===== src/rtl/pdp8i_pkg.sv =====
// rtl/pdp8i_pkg.sv - shared PDP-8/I backplane types and constants
package pdp8i_pkg;

  typedef enum logic [1:0] {
    CH_IDLE    = 2'd0,
    CH_PULSE   = 2'd1,
    CH_RECOVER = 2'd2
  } ch_state_e;

  localparam int M602_SHORT = 5;
  localparam int M602_LONG  = 11;

  function automatic int max3(input int a, input int b, input int c);
    int m;
    m = (a > b) ? a : b;
    return (m > c) ? m : c;
  endfunction

endpackage


===== src/rtl/m602_if.sv =====
// rtl/m602_if.sv - m602 backplane pin bundle for both channels
interface m602_if;
  logic D2, E2, J2, F2, H2;
  logic M2, N2, S2, P2, R2;

  modport master (
    output D2, E2, J2, M2, N2, S2,
    input  F2, H2, P2, R2
  );

  modport slave (
    input  D2, E2, J2, M2, N2, S2,
    output F2, H2, P2, R2
  );
endinterface


===== src/rtl/m602_channel.sv =====
// rtl/m602_channel.sv - one pulse amplifier channel: edge detect, width FSM, lockout
module m602_channel
  import pdp8i_pkg::*;
#(
  parameter int SHORT_WIDTH = M602_SHORT,
  parameter int LONG_WIDTH  = M602_LONG,
  parameter int RECOVERY    = 4
) (
  input  logic clk,
  input  logic reset,
  input  logic trig,
  input  logic cond,
  input  logic sel_short,
  output logic pulse
);

  localparam int MAXV = max3(SHORT_WIDTH, LONG_WIDTH, RECOVERY);
  localparam int CW   = ($clog2(MAXV) < 1) ? 1 : $clog2(MAXV);
  localparam logic [CW-1:0] SHORT_LOAD = CW'(SHORT_WIDTH - 1);
  localparam logic [CW-1:0] LONG_LOAD  = CW'(LONG_WIDTH - 1);
  localparam logic [CW-1:0] REC_LOAD   = (RECOVERY > 0) ? CW'(RECOVERY - 1) : '0;

  generate
    if (SHORT_WIDTH < 1 || LONG_WIDTH < 1) begin : g_bad_width
      $error("m602_channel: pulse widths must be at least 1");
    end
  endgenerate

  ch_state_e     state_q, state_d;
  logic [CW-1:0] cnt_q, cnt_d;
  logic          prev_q;
  logic          armed_q;
  logic          fire;

  // armed_q blocks the first cycle after reset so a trigger held low through
  // reset release is not mistaken for a falling edge against prev=1.
  assign fire  = armed_q && prev_q && !trig && cond;
  assign pulse = (state_q == CH_PULSE);

  always_comb begin
    state_d = state_q;
    cnt_d   = cnt_q;
    case (state_q)
      CH_IDLE: begin
        if (fire) begin
          state_d = CH_PULSE;
          cnt_d   = sel_short ? SHORT_LOAD : LONG_LOAD;
        end
      end
      CH_PULSE: begin
        if (cnt_q == '0) begin
          if (RECOVERY == 0) begin
            state_d = CH_IDLE;
            cnt_d   = '0;
          end else begin
            state_d = CH_RECOVER;
            cnt_d   = REC_LOAD;
          end
        end else begin
          cnt_d = cnt_q - CW'(1);
        end
      end
      CH_RECOVER: begin
        if (cnt_q == '0) begin
          state_d = CH_IDLE;
        end else begin
          cnt_d = cnt_q - CW'(1);
        end
      end
      default: begin
        state_d = CH_IDLE;
        cnt_d   = '0;
      end
    endcase
  end

  always_ff @(posedge clk) begin
    if (reset) begin
      state_q <= CH_IDLE;
      cnt_q   <= '0;
      prev_q  <= 1'b1;
      armed_q <= 1'b0;
    end else begin
      state_q <= state_d;
      cnt_q   <= cnt_d;
      prev_q  <= trig;
      armed_q <= 1'b1;
    end
  end

endmodule


===== src/rtl/m602.sv =====
// rtl/m602.sv - two-channel PDP-8/I pulse amplifier with complement outputs
module m602
  import pdp8i_pkg::*;
#(
  parameter int SHORT_WIDTH = M602_SHORT,
  parameter int LONG_WIDTH  = M602_LONG,
  parameter int RECOVERY    = 4
) (
  input  logic   clk,
  input  logic   reset,
  m602_if.slave  pa
);

  logic ch1_pulse;
  logic ch2_pulse;

  m602_channel #(
    .SHORT_WIDTH (SHORT_WIDTH),
    .LONG_WIDTH  (LONG_WIDTH),
    .RECOVERY    (RECOVERY)
  ) u_ch1 (
    .clk       (clk),
    .reset     (reset),
    .trig      (pa.D2),
    .cond      (pa.E2),
    .sel_short (pa.J2),
    .pulse     (ch1_pulse)
  );

  m602_channel #(
    .SHORT_WIDTH (SHORT_WIDTH),
    .LONG_WIDTH  (LONG_WIDTH),
    .RECOVERY    (RECOVERY)
  ) u_ch2 (
    .clk       (clk),
    .reset     (reset),
    .trig      (pa.M2),
    .cond      (pa.N2),
    .sel_short (pa.S2),
    .pulse     (ch2_pulse)
  );

  // Complements are inversions of registered state, so still glitch-free.
  assign pa.F2 = ch1_pulse;
  assign pa.H2 = ~ch1_pulse;
  assign pa.P2 = ch2_pulse;
  assign pa.R2 = ~ch2_pulse;

endmodule


===== src/flat_wrapper.sv =====
// flat-port wrapper written by rule: the top's interface ports become plain ports
module m602_flat import pdp8i_pkg::*;
#(
  parameter int SHORT_WIDTH = M602_SHORT,
  parameter int LONG_WIDTH  = M602_LONG,
  parameter int RECOVERY    = 4
)
  (clk, reset, pa_D2, pa_E2, pa_J2, pa_M2, pa_N2, pa_S2, pa_F2, pa_H2, pa_P2, pa_R2);
  m602_if pa_i ();
  input  logic clk;
  input  logic reset;
  input wire logic [$bits(pa_i.D2)-1:0] pa_D2;
  input wire logic [$bits(pa_i.E2)-1:0] pa_E2;
  input wire logic [$bits(pa_i.J2)-1:0] pa_J2;
  input wire logic [$bits(pa_i.M2)-1:0] pa_M2;
  input wire logic [$bits(pa_i.N2)-1:0] pa_N2;
  input wire logic [$bits(pa_i.S2)-1:0] pa_S2;
  output wire logic [$bits(pa_i.F2)-1:0] pa_F2;
  output wire logic [$bits(pa_i.H2)-1:0] pa_H2;
  output wire logic [$bits(pa_i.P2)-1:0] pa_P2;
  output wire logic [$bits(pa_i.R2)-1:0] pa_R2;
  assign pa_i.D2 = pa_D2;
  assign pa_i.E2 = pa_E2;
  assign pa_i.J2 = pa_J2;
  assign pa_i.M2 = pa_M2;
  assign pa_i.N2 = pa_N2;
  assign pa_i.S2 = pa_S2;
  assign pa_F2 = pa_i.F2;
  assign pa_H2 = pa_i.H2;
  assign pa_P2 = pa_i.P2;
  assign pa_R2 = pa_i.R2;
  m602 #(.SHORT_WIDTH(SHORT_WIDTH), .LONG_WIDTH(LONG_WIDTH), .RECOVERY(RECOVERY)) u_core (.clk(clk), .reset(reset), .pa(pa_i));
endmodule

===== config.mk =====
export PLATFORM = sky130hd
export DESIGN_NAME = m602_flat
export DESIGN_NICKNAME = d
export VERILOG_FILES = /design/src/rtl/pdp8i_pkg.sv /design/src/rtl/m602_if.sv /design/src/rtl/m602_channel.sv /design/src/rtl/m602.sv /design/src/flat_wrapper.sv
export SDC_FILE = /design/constraint.sdc
export NUM_CORES = 1
export LEC_CHECK = 0
export ABC_AREA = 1
export ABC_CLOCK_PERIOD_IN_PS = 2240
export CORE_UTILIZATION = 61
export CTS_CLUSTER_DIAMETER = 120
export DETAILED_ROUTE_END_ITERATION = 6
export DONT_BUFFER_PORTS = 1
export PLACE_DENSITY = 0.77
export SLEW_MARGIN = 30
export SYNTH_ARGS = -nofsm -noshare
export SYNTH_HDL_FRONTEND = slang
export SYNTH_SLANG_ARGS = --single-unit

===== constraint.sdc =====
create_clock -name clk -period 2.24 [get_ports clk]
set_input_delay 0.448 -clock clk [delete_from_list [all_inputs] [get_ports clk]]
set_output_delay 0.448 -clock clk [all_outputs]
set_load 0.02 [all_outputs]

Word-level counts from Yosys, hierarchy flattened

Index checks and enable logic that the tools add are counted.

Input bits: 8
Output and inout bits: 4
Bits in read-only memories: 0
Memories: 0
Bits in writable memories: 0
Register bits after elaboration: 15
Latch bits: 0
Logic and storage cells: 58

Multiplexer cells: 19
Bitwise logic cells: 2
Add/subtract/negate cells: 2
Multiply operators: 0
Equal/unequal tests: 12
Shifts and indexed selects: 0
Divide/modulo/power cells: 0
Reductions and logical operators: 16
Order comparisons: 0

Operator list:

| operator            | count |
|---|---|
| $mux 4              | 8 |
| $pmux 4 s3          | 2 |
| $ne 2x2->1 const B  | 8 |
| $mux 2              | 6 |
| $pmux 2 s3          | 2 |
| $logic_not 4->1     | 2 |
| $sub 4x1->4 const B | 2 |
| $logic_and 1x1->1   | 6 |
| $reduce_and 3->1    | 2 |
| $eq 2x1->1 const B  | 2 |
| $eq 2x2->1 const B  | 2 |
| $logic_not 2->1     | 2 |
| $reduce_and 2->1    | 2 |
| $logic_not 1->1     | 2 |
| $not 1->1           | 2 |
| $mux 1              | 1 |

Depth between registers and ports, before layout

Depth after elaboration: 5
Mapped depth: 9
Depth with buffers taken out: 9

Hierarchy

A second synthesis with hierarchy kept.

Cell total of the unflattened synthesis: 126
Area, all modules: 868.3 um^2

By module, submodules not included:

| module       | sequential area each (um^2) | cells each | times used | area each (um^2) |
|---|---|---|---|---|
| m602_channel | 160.2                       | 62         | 2          | 430.4 |
| m602         | 0.0                         | 2          | 1          | 7.5 |

Least setup slack after synthesis

Ideal clock, no wire load.

Kind: reg2out
Start: register u_core.u_ch2.state_q[0]
End: output port pa_R2
Buffers on the path: 0
Data required time: 1.792 ns
Cell stages (with the launch flop): 4
Arrival: 1.027 ns
Slack: 0.765 ns
Cells stage by stage: dfxtp_1 -> inv_1 -> nor2_1 -> inv_1

Word-level cells in the longest chain between the ends: 2

RTL lines:

| what                   | RTL line           | source |
|---|---|---|
| from (decl)            | m602_channel.sv:29 | `ch_state_e state_q, state_d;` |
| from (signal assigned) | m602_channel.sv:84 | `state_q <= state_d;` |
| $eq 2x1->1             | m602_channel.sv:38 | `assign pulse = (state_q == CH_PULSE);` |
| net pa_P2              | flat_wrapper.sv:20 | `output wire logic [$bits(pa_i.P2)-1:0] pa_P2;` |
| $not 1->1              | m602.sv:47         | `assign pa.R2 = ~ch2_pulse;` |
| to (decl)              | flat_wrapper.sv:21 | `output wire logic [$bits(pa_i.R2)-1:0] pa_R2;` |

The timed path passes the listed nets, and every way through them passes these cells.

Worst setup path after layout

Ends and elaborated chain as after synthesis.

==> metrics.cfg <==
[status]
status = completed

[sta]
max_freq_ghz = 0.537
max_slew.worst_pin.slew_ns = 0.512
min_period_ns = 1.86
finalClockSkew_ns = 0.00253
rsz0062_at_grt = false
slew_violations = 0
relSlewSlack_pct = 65.8
setup_tns_ns = 0
finalSetupViolCount = 0
whs_ns = 0.217
setup_slack_ns = 0.379
finalHoldViolCount = 0
fin_crit_sh_pct = 83.1

[synth]
synth.avg_cell_area_um2 = 6.73
yosys_warnings = 0
syn_inst = 127
synthDistinctLibCells = 22
synthMuxAreaShare_pct = 0
synth_nets = 138
synth_top_family_by_area = simple AND/OR/NAND/NOR gates
mappedNetlistArea_um2 = 855
ys_seq_area_share_pct = 35.1
synth-xor-area-share_pct = 2.05
yosys.area.top_type = dfxtp_1
synth.area.top_cells = dfxtp_1, nand2_1, a21oi_1, inv_1, ha_1
synthSimpleGateAreaFrac_pct = 32.2
synth-seq-cells = 15
synth_compound_area_share_pct = 16.5
yosysTopAreaCellShare_pct = 35.1
synthAdderAreaFrac_pct = 4.39

[critical_path]
crit_path_end_kind = output pin
crit_required_ns = 1.79
start_kind = flip-flop
timing.rr.start = u_core.u_ch1.cnt_q[0]
crit_start = u_core.u_ch2.state_q[0]
critical_path_arrival_ns = 1.41
critical_path_class = reg -> out
path_max_fanout = 4

[drt]
drc_errors = 0
first_pass_iters = 4
dr_total_vias = 752
final_antenna_net_count = 0
wl_per_cell_um = 11.4
drt_iter0_markers = 14
avgViaCountPerCell = 5.19
wl_um = 1660

[clock_tree]
htree_levels = 1
clockRootBuffer = clkbuf_4
post_cts_resized = 0
postCtsHoldBufs = 0
cts_tree = built
clock-sinks = 15
clk_pin_slew_ns = 0.08
clock_latency_ns = 0.28
cts_max_path_buffers = 2
post-cts-setup-buffer-count = 0
tritoncts.num_buffers = 3

[final_layout]
antenna_cells = 0
nNetsFinal = 142
num-fill-cells = 123
drive_gt1_share_pct = 13.8
area_growth_pct = 4.83

[die]
die_w_um = 39.4
initial_core_util_pct = 65.7
ioPinCount = 12
dieArea_um2 = 1550
core_um2 = 1300
die_h_um = 39.4
fp-row-count = 13

[hold_path]
hp-class = in -> reg
hp-start = reset

[grt]
grt_pass1_vias = 637
overflow = 0
grt_pass1_wl_um = 2460
grt_start_max_net_pins = 12
antenna_found_initial = 0
track_usage_pct = 23.9

[power]
p_leak_nw = 0.410
p_per_area_nw_per_um2 = 1190
peakVddDrop_v = 0.000546

[placement]
portBuffers = 0
gp_congestion = 0.734
dp_slack_ns = 0.675
hpwlAfterDp_um = 1290

[job]
max-cap-violations = 0

==> critical path, stage by stage (launching register included) <==
cell and delay, ns:
dfxtp_1 0.41, inv_1 0.09, nor2_1 0.41, inv_1 0.23
==> layout make-up <==
| cell class | count | area (um2) | area share (%) |
|---|---|---|---|
| clock buffers | 4 | 26.3 | 2.93 |
| inverters | 21 | 78.8 | 8.80 |
| multi-input cells | 90 | 472 | 52.7 |
| flip-flops and latches | 15 | 300 | 33.5 |
| well taps | 15 | 18.8 | 2.09 |
==> path summary, 6_finish.rpt <==
path         slack, ns  cells after the start                     to
max               0.38                      3                  pa_R2
min               0.22                      1  u_core.u_ch2.cnt_q[3]
max reg2reg       0.87                      9  u_core.u_ch1.cnt_q[2]
min reg2reg       0.49                      2  u_core.u_ch2.cnt_q[0]
==> cell usage in the layout (no fill, tap or decap), types with 3 or more instances in the layout <==
master and count:
ha_1 3, nor2_1 9, inv_1 17, dfxtp_1 15
clkbuf_4 3, nand3_1 7, nand2_1 39, a21oi_1 13
inv_2 4
==> flip-flops by register name, indices dropped and copies added (netlist names) <==
register              cells
u_core.u_ch1.state_q      2
u_core.u_ch2.state_q      2
u_core.u_ch2.prev_q       1
u_core.u_ch2.cnt_q        4
u_core.u_ch1.cnt_q        4
u_core.u_ch1.armed_q      1
u_core.u_ch1.prev_q       1
==> power breakdown <==
part / switching, mW / internal (mW) / total [mW]
registers: 0.0582 / 0.326 / 0.384
logic: 0.334 / 0.193 / 0.527
clock network: 0.0814 / 0.0692 / 0.151
==> kinds of logic (layout without fill, tap and decap cells) <==
logic type | after synthesis | count (layout)
AOI/OAI and AO/OA | 22 | 22
xor gates and xnor gates | 2 | 2
adders and majority gates | 3 | 3
buffers and inverters | 22 | 25
DFF | 15 | 15
and+or+nand+nor | 63 | 63
==> synthesized netlist by cell type, drive strengths merged <==
library cell   n
inv           21
nand3          7
xnor2          1
or2            3
xor2           1
clkbuf         1
ha             3
o22ai          3
nor2          13
dfxtp         15
o21ai          4
a21oi         15
nand2         40
==> stage by stage <==
stage	power (mW)	utilization (%)	std cells	instance area [um2]
finish	1.06	68.8	145	896
global route	1.15	68.8	145	896
CTS	1.07	68.8	145	896
detailed placement	0.908	66.8	141	870
global placement	0.885	66.8	141	870
floorplan	0.820	-	127	855
==> metal layers <==
metal	global-route usage, %	vias up	share of wire, %
met5	0	-	0
met4	12.9	0	2.7
met3	3.41	5	2.5
met2	41.4	13	49
met1	27.7	332	46
li1	-	402	-
(Power assumes the default switching activity.)
